**config.mk**
```make
export PLATFORM = sky130hd
export DESIGN_NAME = car_id_replay
export DESIGN_NICKNAME = d
export VERILOG_FILES = /design/src/rtl/car_id_pkg.sv /design/src/rtl/car_id_pace_timer.sv /design/src/rtl/car_id_replay.sv
export SDC_FILE = /design/constraint.sdc
export NUM_CORES = 1
export LEC_CHECK = 0
export ABC_AREA = 0
export CAP_MARGIN = 20
export CORE_UTILIZATION = 40
export DETAILED_ROUTE_END_ITERATION = 16
export PLACE_DENSITY = 0.69
export SLEW_MARGIN = 20
export SYNTH_ARGS = -nofsm -noshare
export SYNTH_HDL_FRONTEND = slang
export SYNTH_SLANG_ARGS = --single-unit
```
**constraint.sdc**
```tcl
create_clock -name clk -period 13.5 [get_ports clk]
set_clock_uncertainty 0.1 [all_clocks]
set_input_delay 1.35 -clock clk [delete_from_list [all_inputs] [get_ports clk]]
set_output_delay 1.35 -clock clk [all_outputs]
set_load 0.01 [all_outputs]
```
**src/rtl/car_id_pkg.sv**
```systemverilog
// Shared types and helpers for the car ID replay block.
// CAR_ID_PACE_EN adds the GAP state used for paced replay.
package car_id_pkg;

  localparam int ENTRIES  = 20;
  localparam int DIGIT_W  = 20;
  localparam int NIBBLE_W = 4;
  localparam int INDEX_W  = 5;

`ifdef CAR_ID_PACE_EN
  typedef enum logic [1:0] {ST_IDLE, ST_SEND, ST_GAP, ST_FIN} car_id_state_e;
`else
  typedef enum logic [1:0] {ST_IDLE, ST_SEND, ST_FIN} car_id_state_e;
`endif

  // Records hold IDs least-significant nibble first; display order is the reverse.
  function automatic logic [DIGIT_W-1:0] nibble_rev(input logic [DIGIT_W-1:0] e);
    logic [DIGIT_W-1:0] r;
    r = '0;
    for (int i = 0; i < DIGIT_W / NIBBLE_W; i++)
      r[i*NIBBLE_W +: NIBBLE_W] = e[(DIGIT_W/NIBBLE_W-1-i)*NIBBLE_W +: NIBBLE_W];
    return r;
  endfunction

endpackage

```
**src/rtl/car_id_pace_timer.sv**
```systemverilog
// Load-and-count-down timer; expired is high once CYCLES clocks have passed since load.
// Only instantiated when CAR_ID_PACE_EN is defined.
module car_id_pace_timer #(
  parameter int CYCLES = 6_000_000,
  localparam int CNT_W = (CYCLES > 1) ? $clog2(CYCLES) : 1
) (
  input  logic clk,
  input  logic rst,
  input  logic load,
  input  logic clear,
  output logic expired
);

  logic [CNT_W-1:0] count;

  // Loading CYCLES-1 gives exactly CYCLES clocks in the waiting state.
  always_ff @(posedge clk or posedge rst) begin
    if (rst)                count <= '0;
    else if (clear)         count <= '0;
    else if (load)          count <= CNT_W'(CYCLES - 1);
    else if (count != '0)   count <= count - 1'b1;
  end

  assign expired = (count == '0);

endmodule

```
**src/rtl/car_id_replay.sv**
```systemverilog
// Replays a captured record of car IDs one entry at a time over a valid/ready port.
// CAR_ID_PACE_EN inserts PACE_CYCLES idle clocks between entries.
//
// state   | meaning
// IDLE    | waiting for load
// SEND    | digit/index presented, waiting for out_ready
// GAP     | pacing delay between entries (CAR_ID_PACE_EN only)
// FIN     | one-cycle done pulse, then back to IDLE
module car_id_replay
  import car_id_pkg::*;
#(
  parameter int ENTRIES     = car_id_pkg::ENTRIES,
  parameter int DIGIT_W     = car_id_pkg::DIGIT_W,
  parameter int PACE_CYCLES = 6_000_000
) (
  input  logic                       clk,
  input  logic                       rst,
  input  logic                       load,
  input  logic [ENTRIES*DIGIT_W-1:0] record,
  input  logic                       clear,
  input  logic                       out_ready,
  output logic [DIGIT_W-1:0]         digit,
  output logic                       digit_valid,
  output logic [INDEX_W-1:0]         index,
  output logic                       busy,
  output logic                       done
);

  localparam logic [INDEX_W-1:0] LAST_IDX = INDEX_W'(ENTRIES - 1);

  car_id_state_e              state, state_nxt;
  logic [INDEX_W-1:0]         index_nxt;
  logic [ENTRIES*DIGIT_W-1:0] shadow;
  logic                       capture;
  logic                       xfer;
  logic                       last;

  assign digit_valid = (state == ST_SEND);
  assign busy        = (state != ST_IDLE);
  assign done        = (state == ST_FIN);
  assign xfer        = digit_valid & out_ready;
  assign last        = (index == LAST_IDX);
  assign digit       = nibble_rev(shadow[int'(index)*DIGIT_W +: DIGIT_W]);

`ifdef CAR_ID_PACE_EN
  logic pace_load;
  logic pace_expired;

  assign pace_load = xfer & ~last & ~clear;

  car_id_pace_timer #(
    .CYCLES (PACE_CYCLES)
  ) u_pace_timer (
    .clk     (clk),
    .rst     (rst),
    .load    (pace_load),
    .clear   (clear),
    .expired (pace_expired)
  );
`endif

  always_ff @(posedge clk or posedge rst) begin
    if (rst) begin
      state  <= ST_IDLE;
      index  <= '0;
      shadow <= '0;
    end else begin
      state <= state_nxt;
      index <= index_nxt;
      if (capture) shadow <= record;
    end
  end

  always_comb begin
    state_nxt = state;
    index_nxt = index;
    capture   = 1'b0;
    case (state)
      ST_IDLE: begin
        if (load) begin
          capture   = 1'b1;
          index_nxt = '0;
          state_nxt = ST_SEND;
        end
      end
      ST_SEND: begin
        if (xfer) begin
          if (last) begin
            state_nxt = ST_FIN;
          end else begin
            index_nxt = index + 1'b1;
`ifdef CAR_ID_PACE_EN
            state_nxt = ST_GAP;
`else
            state_nxt = ST_SEND;
`endif
          end
        end
      end
`ifdef CAR_ID_PACE_EN
      ST_GAP: begin
        if (pace_expired) state_nxt = ST_SEND;
      end
`endif
      ST_FIN: begin
        index_nxt = '0;
        state_nxt = ST_IDLE;
      end
      default: begin
        index_nxt = '0;
        state_nxt = ST_IDLE;
      end
    endcase
    // Abort overrides load and any same-cycle transfer.
    if (clear) begin
      capture   = 1'b0;
      index_nxt = '0;
      state_nxt = ST_IDLE;
    end
  end

endmodule

```
==> results of run 1 <==
==> power groups by stage <==
stage	combinational (uW)	clock, uW	sequential [uW]
after floorplan	422	0	1550
after global placement	635	0	1580
after detailed placement	652	0	1600
after CTS	654	1340	1570
after global routing	694	1390	1600
final	644	1310	1570
==> state kept, by name, indices dropped and copies added, names as in the netlist <==
signal / cells
state: 2
shadow: 400
index: 5
==> worst max path at each step <==
stage | startpoint | endpoint | slack [ps] | cells after the start
floorplan | rst | index[0]$_DFFE_PP0P_ | 730 | 1
global placement | load | shadow[327]$_DFFE_PP0P_ | 7440 | 6
detailed placement | load | shadow[389]$_DFFE_PP0P_ | 7380 | 6
CTS | index[1]$_DFFE_PP0P_ | digit[18] | 7550 | 7
global route | index[1]$_DFFE_PP0P_ | digit[18] | 7430 | 7
finish | index[1]$_DFFE_PP0P_ | digit[18] | 7650 | 7
==> cell usage after synthesis <==
| cell type | n | area [um2] |
|---|---|---|
| a21o_1 | 1 | 7.51 |
| a21oi_1 | 2 | 10.0 |
| a22oi_1 | 40 | 300 |
| a311oi_2 | 1 | 15.0 |
| and2_1 | 1 | 6.26 |
| buf_2 | 25 | 125 |
| buf_4 | 1 | 7.51 |
| buf_6 | 44 | 495 |
| clkbuf_1 | 15 | 56.3 |
| dfrtp_1 | 407 | 10200 |
| ha_1 | 1 | 12.5 |
| inv_1 | 2 | 7.51 |
| mux2_1 | 43 | 484 |
| mux2_2 | 357 | 4020 |
| mux2i_1 | 100 | 1000 |
| mux4_2 | 60 | 1350 |
| nand2_1 | 23 | 86.3 |
| nand2b_1 | 2 | 12.5 |
| nand3_1 | 23 | 115 |
| nand4_1 | 1 | 6.26 |
| nand4bb_1 | 1 | 11.3 |
| nor2_1 | 5 | 18.8 |
| nor2b_1 | 5 | 31.3 |
| nor3_1 | 1 | 5.00 |
| nor3b_1 | 1 | 7.51 |
| nor3b_4 | 1 | 18.8 |
| o211a_1 | 1 | 10.0 |
| o211ai_1 | 21 | 158 |
| o21ai_0 | 3 | 15.0 |
| o31ai_1 | 1 | 7.51 |
| or2_1 | 1 | 6.26 |
| or2_2 | 1 | 6.26 |
| or3_1 | 3 | 18.8 |
==> layer usage <==
layer,share of wire [%],GRT usage [%]
met2,46,33.9
met3,8.6,7.48
met1,42,27.7
met4,3.0,7.58
met5,0.26,0
==> cells by family after synthesis <==
logic type	count (synthesis)	synth area share, %
DFF	407	54.7
AOI/OAI and AO/OA	70	2.81
buffers and inverters	87	3.72
and+or+nand+nor	69	1.88
adders and majority gates	1	0.0672
muxes	560	36.8
==> stage by stage <==
step	cells	hold WS (ps)	total power, uW
after floorplan	1194	353	1970
after global placement	2157	364	2220
after detailed placement	2157	373	2250
after CTS	2236	387	3570
after global routing	2241	412	3690
final	2244	385	3520
==> layout make-up <==
type / count / area (um2)
tap: 600 / 751
antenna: 7 / 17.5
inverter: 2 / 15.0
timing repair buffer: 449 / 4470
fill: 3809 / 20900
sequential: 407 / 10200
multi-input combinational: 700 / 7760
clock inverter: 20 / 308
clock buffer: 59 / 1260
==> impl_metrics.csv, run 1 <==
group,metric,value,unit
worst_setup_path,critPathLaunchType,"register",
sta,rsz0062_at_grt,"false",
cts,ctsHoldBuffers,0,
worst_setup_path,r2r_start,"state[0]$_DFFE_PP0P_",
worst_setup_path,cp_top_family,"buffers and inverters",
cells_and_area,syn2layout_area_growth,33.1,%
cells_and_area,final_cell_mix,"clkdlybuf4s50_1, dfrtp_1, mux2_2",
cts,cts_root_buf,"clkbuf_16",
route,vias_per_cell,5.24,
worst_setup_path,max_stage_delay,810,ps
power,p_int,2670,uW
sta,final.period_utilization,43.4,%
power,p_comb_share,18.3,%
cts,cts_resized,0,
route,final_antenna_net_count,0,
worst_setup_path,reg2regPathDepth,7,
worst_setup_path,cp_max_fo,51,
cells_and_area,final_common_cell,"clkdlybuf4s50_1",
route,wire_per_inst,22.6,um
route,drc,0,
cts,cts_tree,"done",
cells_and_area,fin_nets,2011,
cells_and_area,layout-drive-gt1-share,31.7,%
floorplanning,start_util,40.8,%
power,p_sw_share,24.2,%
worst_setup_path,crit_slowest_cell,"buf_4",
min_path,hold_end,"shadow[127]$_DFFE_PP0P_",
place,dp_hpwl,36500,um
sta,post-route-min-period,5850,ps
synth,ys_warn_count,0,
floorplanning,die_area,47400,um2
worst_setup_path,cp.arrival,4400,ps
sta,setup_slack,7650,ps
cts,clk_latency,570,ps
sta,max_slew_margin,22.5,%
floorplanning,num_rows,78,
cts,h-tree-depth,2,
min_path,min_path_cells,1,
floorplanning,pin_count,433,
run_status,outcome,"complete, no violations",
min_path,holdCritPathClass,"reg2reg",
power,leakage,0.00964,uW
global_route,grt_pass1_wl,77100,um
place,dp_slack,7380,ps
cells_and_area,fin_area,24800,um2
place,gp_congestion,0.792,
synth,netlist_instances,1194,
sta,timing.fmax,171,MHz
floorplanning,die_width,218,um
synth,synth_area,18600,um2
route,vias,11800,
worst_setup_path,worstSetupPathType,"reg2out",
sta,worst_pin_slew,1160,ps
sta,final.setup.tns,0,ps
power,p_seq_share,44.6,%
worst_setup_path,cp_common_cell,"buf_4",
route,drt_pass1_iterations,4,
place,place_area,23200,um2
worst_setup_path,crit_chain,"buf_4, buf_4, mux2i_1, a22oi_1, nand3_1, o211ai_1, clkdlybuf4s50_1",
global_route,grt_max_degree,172,
cts,clk_pin_slew,60,ps
route,wl,50800,um
power,ir_drop,0.117,mV
global_route,grt_pass1_vias,12800,
synth,avgSynthCellArea,15.6,um2
global_route,track_usage,21.6,%
synth,syn_nets,1600,
worst_setup_path,r2r_slack,8770,ps
synth,ys_seq_area_share,54.7,%
synth,synth_seq_cells,407,
synth,synth.distinct_cells,33,
worst_setup_path,reg2reg_to,"shadow[389]$_DFFE_PP0P_",
flow_run,maxCapViolCount,0,
cells_and_area,utilization,54.2,%
worst_setup_path,worst-endpoint-required,12050,ps
place,io_buffer_count,432,
sta,finalMaxSlewViolations,0,
sta,finalSetupViolCount,0,
cts,clock-sinks,407,
global_route,grt_overflow_total,0,
sta,hold_viol,0,
power,p_clk_share,37.1,%
power,p_sw,853,uW
cts,cts.path.max_buffers,3,
min_path,hold_path_startpoint,"shadow[127]$_DFFE_PP0P_",
worst_setup_path,cp_num_buf_inv,3,
global_route,grt_antenna_before_repair,15,
cts,numCtsBuffers,45,
worst_setup_path,cp-end-kind,"primary output",
floorplanning,core_area,45700,um2
cts,post_cts_buffers,0,
power,power_density,142,nW/um2
route,drt_iter0_markers,582,
floorplanning,die_height,218,um
(Power assumes the default switching activity.)
==> inputs of run 2 (changes only) <==
--- a/config.mk
+++ b/config.mk
@@ -9,7 +9,7 @@
 export CAP_MARGIN = 20
 export CORE_UTILIZATION = 40
 export DETAILED_ROUTE_END_ITERATION = 16
-export PLACE_DENSITY = 0.69
+export PLACE_DENSITY = 0.66
 export SLEW_MARGIN = 20
 export SYNTH_ARGS = -nofsm -noshare
 export SYNTH_HDL_FRONTEND = slang
==> constraint.sdc (replaced) <==
create_clock -name clk -period 6 [get_ports clk]
set_clock_uncertainty 0.1 [all_clocks]
set_input_delay 0.6 -clock clk [delete_from_list [all_inputs] [get_ports clk]]
set_output_delay 0.6 -clock clk [all_outputs]
set_load 0.01 [all_outputs]
==> impl_metrics.csv, run 2 (synthesized netlist as in run 1, its figures left out) <==
group,metric,value,unit
run_status,outcome,"complete, no violations",
power,ir_drop,0.261,mV
cts,post_cts_buffers,0,
worst_setup_path,crit_slowest_cell,"dfrtp_4",
worst_setup_path,reg2reg_to,"index[3]$_DFFE_PP0P_",
flow_run,maxCapViolCount,0,
sta,worst_pin_slew,1040,ps
cells_and_area,final_cell_mix,"clkdlybuf4s50_1, dfrtp_1, mux2_2",
worst_setup_path,worst-endpoint-required,5300,ps
cells_and_area,syn2layout_area_growth,32.9,%
cts,clock-sinks,407,
floorplanning,die_height,218,um
place,gp_congestion,0.811,
route,drt_iter0_markers,773,
place,io_buffer_count,432,
power,power_density,316,nW/um2
worst_setup_path,reg2regPathDepth,6,
sta,finalSetupViolCount,0,
worst_setup_path,cp_max_fo,42,
cts,h-tree-depth,2,
floorplanning,core_area,45700,um2
cells_and_area,final_common_cell,"clkdlybuf4s50_1",
cts,cts_resized,0,
floorplanning,die_area,47400,um2
route,final_antenna_net_count,0,
worst_setup_path,r2r_slack,2870,ps
global_route,grt_pass1_wl,78100,um
route,top_layer,"met5",
cts,ctsHoldBuffers,0,
power,leakage,0.00960,uW
route,wl,52400,um
global_route,track_usage,22.1,%
worst_setup_path,worstSetupPathType,"reg2out",
route,wl_met2,24000,um
cts,clk_latency,560,ps
route,wire_per_inst,23.3,um
cts,cts.path.max_buffers,3,
power,finalPower,7810,uW
sta,max_slew_margin,30.5,%
floorplanning,start_util,40.8,%
route,vias,11800,
global_route,grt_max_degree,160,
cts,cts_tree,"done",
cts,numCtsBuffers,46,
worst_setup_path,cp_num_buf_inv,2,
sta,final.period_utilization,77.1,%
worst_setup_path,crit_chain,"buf_4, mux4_2, mux2i_1, o211ai_1, clkdlybuf4s50_1",
sta,post-route-min-period,4630,ps
place,place_area,23200,um2
global_route,grt_pass1_vias,12700,
route,vias_per_cell,5.26,
route,route.met3.wl,3470,um
cells_and_area,fillers,3772,
floorplanning,die_width,218,um
sta,timing.fmax,216,MHz
cells_and_area,top_register,"shadow",
cts,cts_root_buf,"clkbuf_16",
sta,finalMaxSlewViolations,0,
floorplanning,num_rows,78,
worst_setup_path,r2r_start,"index[1]$_DFFE_PP0P_",
cells_and_area,multiInputGateArea,7760,um2
floorplanning,pin_count,433,
cells_and_area,fin_area,24700,um2
sta,hold_viol,0,
worst_setup_path,cp-end-kind,"primary output",
global_route,grt_antenna_before_repair,11,
sta,rsz0062_at_grt,"false",
cts,clk_pin_slew,60,ps
route,wl_met1,23700,um
global_route,grt_overflow_total,0,
min_path,holdCritPathClass,"in2async",
cells_and_area,register_area,10200,um2
worst_setup_path,critPathLaunchType,"register",
cells_and_area,top_regs,"shadow x400, index x5, state x2",
cells_and_area,fin_nets,2009,
route,drc,0,
worst_setup_path,cp_top_family,"buffers and inverters",
worst_setup_path,cp.arrival,3930,ps
cells_and_area,largest_register_ffs,400,
route,drt_pass1_iterations,4,
cells_and_area,layout-drive-gt1-share,31.3,%
place,dp_hpwl,38000,um
worst_setup_path,max_stage_delay,970,ps
[run 2: changes by cell type in the layout (fill, tap and decap cells not counted), moves of 4 or more]
cell / previous run / this run
clkbuf_1: 6 / 14
bufinv_16: 8 / 1
buf_4: 14 / 7
buf_12: 1 / 7
clkbuf_16: 45 / 49
[run 2: stage by stage]
step,utilization [%],worst slack (ps),hold WS (ps),cells,setup TNS (ps)
after global placement,50.9,1890,368,2155,0
after detailed placement,50.9,1870,374,2155,0
final,54.2,1370,361,2244,0
after CTS,54.2,1240,353,2239,0
after floorplan,-,-184,353,1194,-74760
after global routing,54.2,1120,398,2243,0
[run 2: how the worst max path moves through the flow]
stage / from / end / depth (start not counted)
6_report: index[0]$_DFFE_PP0P_ / digit[11] / 5
3_5_place_dp: index[0]$_DFFE_PP0P_ / digit[5] / 5
3_3_place_gp: index[0]$_DFFE_PP0P_ / digit[5] / 5
4_1_cts: index[0]$_DFFE_PP0P_ / digit[5] / 5
5_1_grt: index[0]$_DFFE_PP0P_ / digit[5] / 5
2_1_floorplan: rst / index[0]$_DFFE_PP0P_ / 1
[run 2: routing by layer]
| layer | vias to the layer above | track usage, % |
|---|---|---|
| met5 | - | 0 |
| met3 | 74 | 5.15 |
| met2 | 364 | 33.7 |
| li1 | 5288 | - |
| met1 | 6073 | 31.5 |
| met4 | 12 | 6.32 |
[run 2: cell type report]
cell class | instances | area share (%)
Sequential cell | 407 | 41.2
Multi-Input combinational cell | 700 | 31.3
Timing Repair Buffer | 446 | 18.3
Clock buffer | 73 | 5.72
Tap cell | 600 | 3.03
Clock inverter | 11 | 0.349
Antenna cell | 5 | 0.0506
Inverter | 2 | 0.0455
[run 2: worst reg2reg max path: cells and delay by family, from the launching register on]
kind	cells	cell delay (ps)
adder cells (fa/ha/maj)	1	320
flip-flops	1	1100
AND/OR/NAND/NOR	1	150
AO/OA/AOI/OAI	3	930
buffers and inverters	1	440
[run 2: power by group]
| part | total [uW] | switching (uW) | internal, uW |
|---|---|---|---|
| clock network | 2780 | 1120 | 1660 |
| logic | 1480 | 550 | 934 |
| registers | 3550 | 284 | 3270 |
==> inputs of run 3 (changes only) <==
--- a/config.mk
+++ b/config.mk
@@ -9,7 +9,7 @@
 export CAP_MARGIN = 20
 export CORE_UTILIZATION = 40
 export DETAILED_ROUTE_END_ITERATION = 16
-export PLACE_DENSITY = 0.66
+export PLACE_DENSITY = 0.69
 export SLEW_MARGIN = 20
 export SYNTH_ARGS = -nofsm -noshare
 export SYNTH_HDL_FRONTEND = slang
==> constraint.sdc (replaced) <==
create_clock -name clk -period 4 [get_ports clk]
set_clock_uncertainty 0.1 [all_clocks]
set_input_delay 0.4 -clock clk [delete_from_list [all_inputs] [get_ports clk]]
set_output_delay 0.4 -clock clk [all_outputs]
set_load 0.01 [all_outputs]
==> impl_metrics.csv, run 3 (synthesized netlist as in run 1, its figures left out) <==
group,metric,value,unit
cells_and_area,layout-drive-gt1-share,32.2,%
floorplanning,pin_count,433,
route,vias_per_cell,5.26,
cells_and_area,largest_register_ffs,400,
worst_setup_path,reg2reg_to,"index[3]$_DFFE_PP0P_",
cts,numCtsBuffers,45,
route,drt_iter0_markers,883,
sta,worst_pin_slew,1100,ps
route,vias,11900,
floorplanning,core_area,45700,um2
power,p_int,8810,uW
place,io_buffer_count,432,
global_route,grt_antenna_before_repair,15,
min_path,holdCritPathClass,"in2async",
floorplanning,die_height,218,um
sta,rsz0062_at_grt,"false",
power,p_sw,2910,uW
cts,cts_root_buf,"clkbuf_16",
cts,cts_tree,"done",
sta,post-route-min-period,3800,ps
sta,finalSetupViolCount,0,
sta,finalMaxSlewViolations,0,
global_route,grt_pass1_wl,78800,um
global_route,grt_pass1_vias,12900,
power,p_sw_share,24.9,%
sta,timing.fmax,263,MHz
worst_setup_path,cp-end-kind,"primary output",
sta,hold_ws,85.9,ps
power,p_clk_share,35.4,%
flow_run,maxCapViolCount,0,
cells_and_area,top_register,"shadow",
route,drc,0,
cells_and_area,final_common_cell,"clkdlybuf4s50_1",
cts,cts.path.max_buffers,3,
floorplanning,die_width,218,um
worst_setup_path,cp_num_buf_inv,2,
place,dp_hpwl,38500,um
worst_setup_path,worstSetupPathType,"reg2out",
sta,max_slew_margin,26.4,%
worst_setup_path,critPathLaunchType,"register",
power,power_density,471,nW/um2
cts,clk_latency,560,ps
floorplanning,num_rows,78,
worst_setup_path,cp.depth,5,
cts,clk_pin_slew,60,ps
cts,clock-sinks,407,
worst_setup_path,cp_top_family,"buffers and inverters",
cells_and_area,fin_nets,2025,
sta,final.period_utilization,95.1,%
global_route,grt_max_degree,180,
cells_and_area,top_regs,"shadow x400, index x5, state x2",
route,final_antenna_net_count,0,
sta,hold_viol,0,
route,wire_per_inst,23.3,um
route,wl,52700,um
cells_and_area,final_cell_mix,"clkdlybuf4s50_1, dfrtp_1, mux2_2",
worst_setup_path,cp.arrival,3300,ps
worst_setup_path,r2r_start,"index[0]$_DFFE_PP0P_",
power,p_seq_share,45.4,%
global_route,track_usage,22.3,%
worst_setup_path,crit_chain,"buf_4, mux4_2, mux2i_1, o211ai_1, clkdlybuf4s50_1",
route,drt_pass1_iterations,5,
cells_and_area,syn2layout_area_growth,33.7,%
power,p_comb_share,19.2,%
worst_setup_path,crit_slowest_cell,"dfrtp_4",
worst_setup_path,worst-endpoint-required,3500,ps
worst_setup_path,reg2regPathDepth,7,
sta,final.setup.tns,0,ps
global_route,grt_overflow_total,0,
floorplanning,die_area,47400,um2
cts,h-tree-depth,2,
run_status,outcome,"complete, no violations",
power,ir_drop,0.313,mV
worst_setup_path,max_stage_delay,810,ps
place,gp_congestion,0.835,
power,leakage,0.00969,uW
worst_setup_path,cp_max_fo,28,
floorplanning,start_util,40.8,%
worst_setup_path,r2r_slack,1330,ps
-- run 3: worst max path at each step --
stage / to / start / slack, ps
after floorplan: index[0]$_DFFE_PP0P_ / rst / -1980
after global placement: digit[11] / index[0]$_DFFE_PP0P_ / 700
after detailed placement: digit[11] / index[0]$_DFFE_PP0P_ / 730
after CTS: digit[11] / index[0]$_DFFE_PP0P_ / 90
after global routing: digit[11] / index[1]$_DFFE_PP0P_ / 50
final: digit[11] / index[1]$_DFFE_PP0P_ / 200
-- run 3: worst register-to-register path: stages, from the launching register on --
cell and delay [ps]:
dfrtp_4 590, buf_12 280, buf_4 290, ha_1 270
nand4bb_1 150, a311oi_2 600, o21ai_0 180, a21oi_1 150
-- run 3: power groups by stage --
stage | Combinational, uW | Sequential, uW | Clock (uW)
global placement | 2230 | 5360 | 0
CTS | 2270 | 5330 | 4260
global route | 2430 | 5420 | 4430
floorplan | 1430 | 5230 | 0
detailed placement | 2260 | 5390 | 0
finish | 2260 | 5320 | 4150
-- run 3: layout make-up --
cell class | instances | area [um2]
fill | 3796 | 20800
sequential | 407 | 10200
multi-input combinational | 700 | 7760
timing repair buffer | 463 | 4650
clock buffer | 72 | 1430
tap | 600 | 751
clock inverter | 8 | 68.8
antenna | 7 | 17.5
inverter | 2 | 11.3
-- run 3: what timing repair did --
action | 4_1_cts | 5_1_grt
setup endpoints to repair | 0 | 2
resized for setup | 0 | 1
setup buffers | 0 | 1
hold buffers | 0 | 0
-- run 3: per-layer routing --
metal  track usage [%]  vias to the layer above  share of wire (%)
met5                 0                        -               0.22
met4              5.97                       16                1.8
met3              6.32                       63                7.3
met2              35.2                      377                 47
met1              30.0                     6130                 44
li1                  -                     5296                  -
-- run 3: per-stage QoR --
step	instance area (um2)	utilization, %	instances	power (uW)	setup WS [ps]
2_1_floorplan	18600	-	1194	6650	-1980
3_3_place_gp	23300	51.1	2171	7590	696
3_5_place_dp	23400	51.1	2171	7660	727
4_1_cts	24900	54.4	2251	11900	92.0
5_1_grt	24900	54.5	2256	12300	53.1
6_report	24900	54.5	2259	11700	197
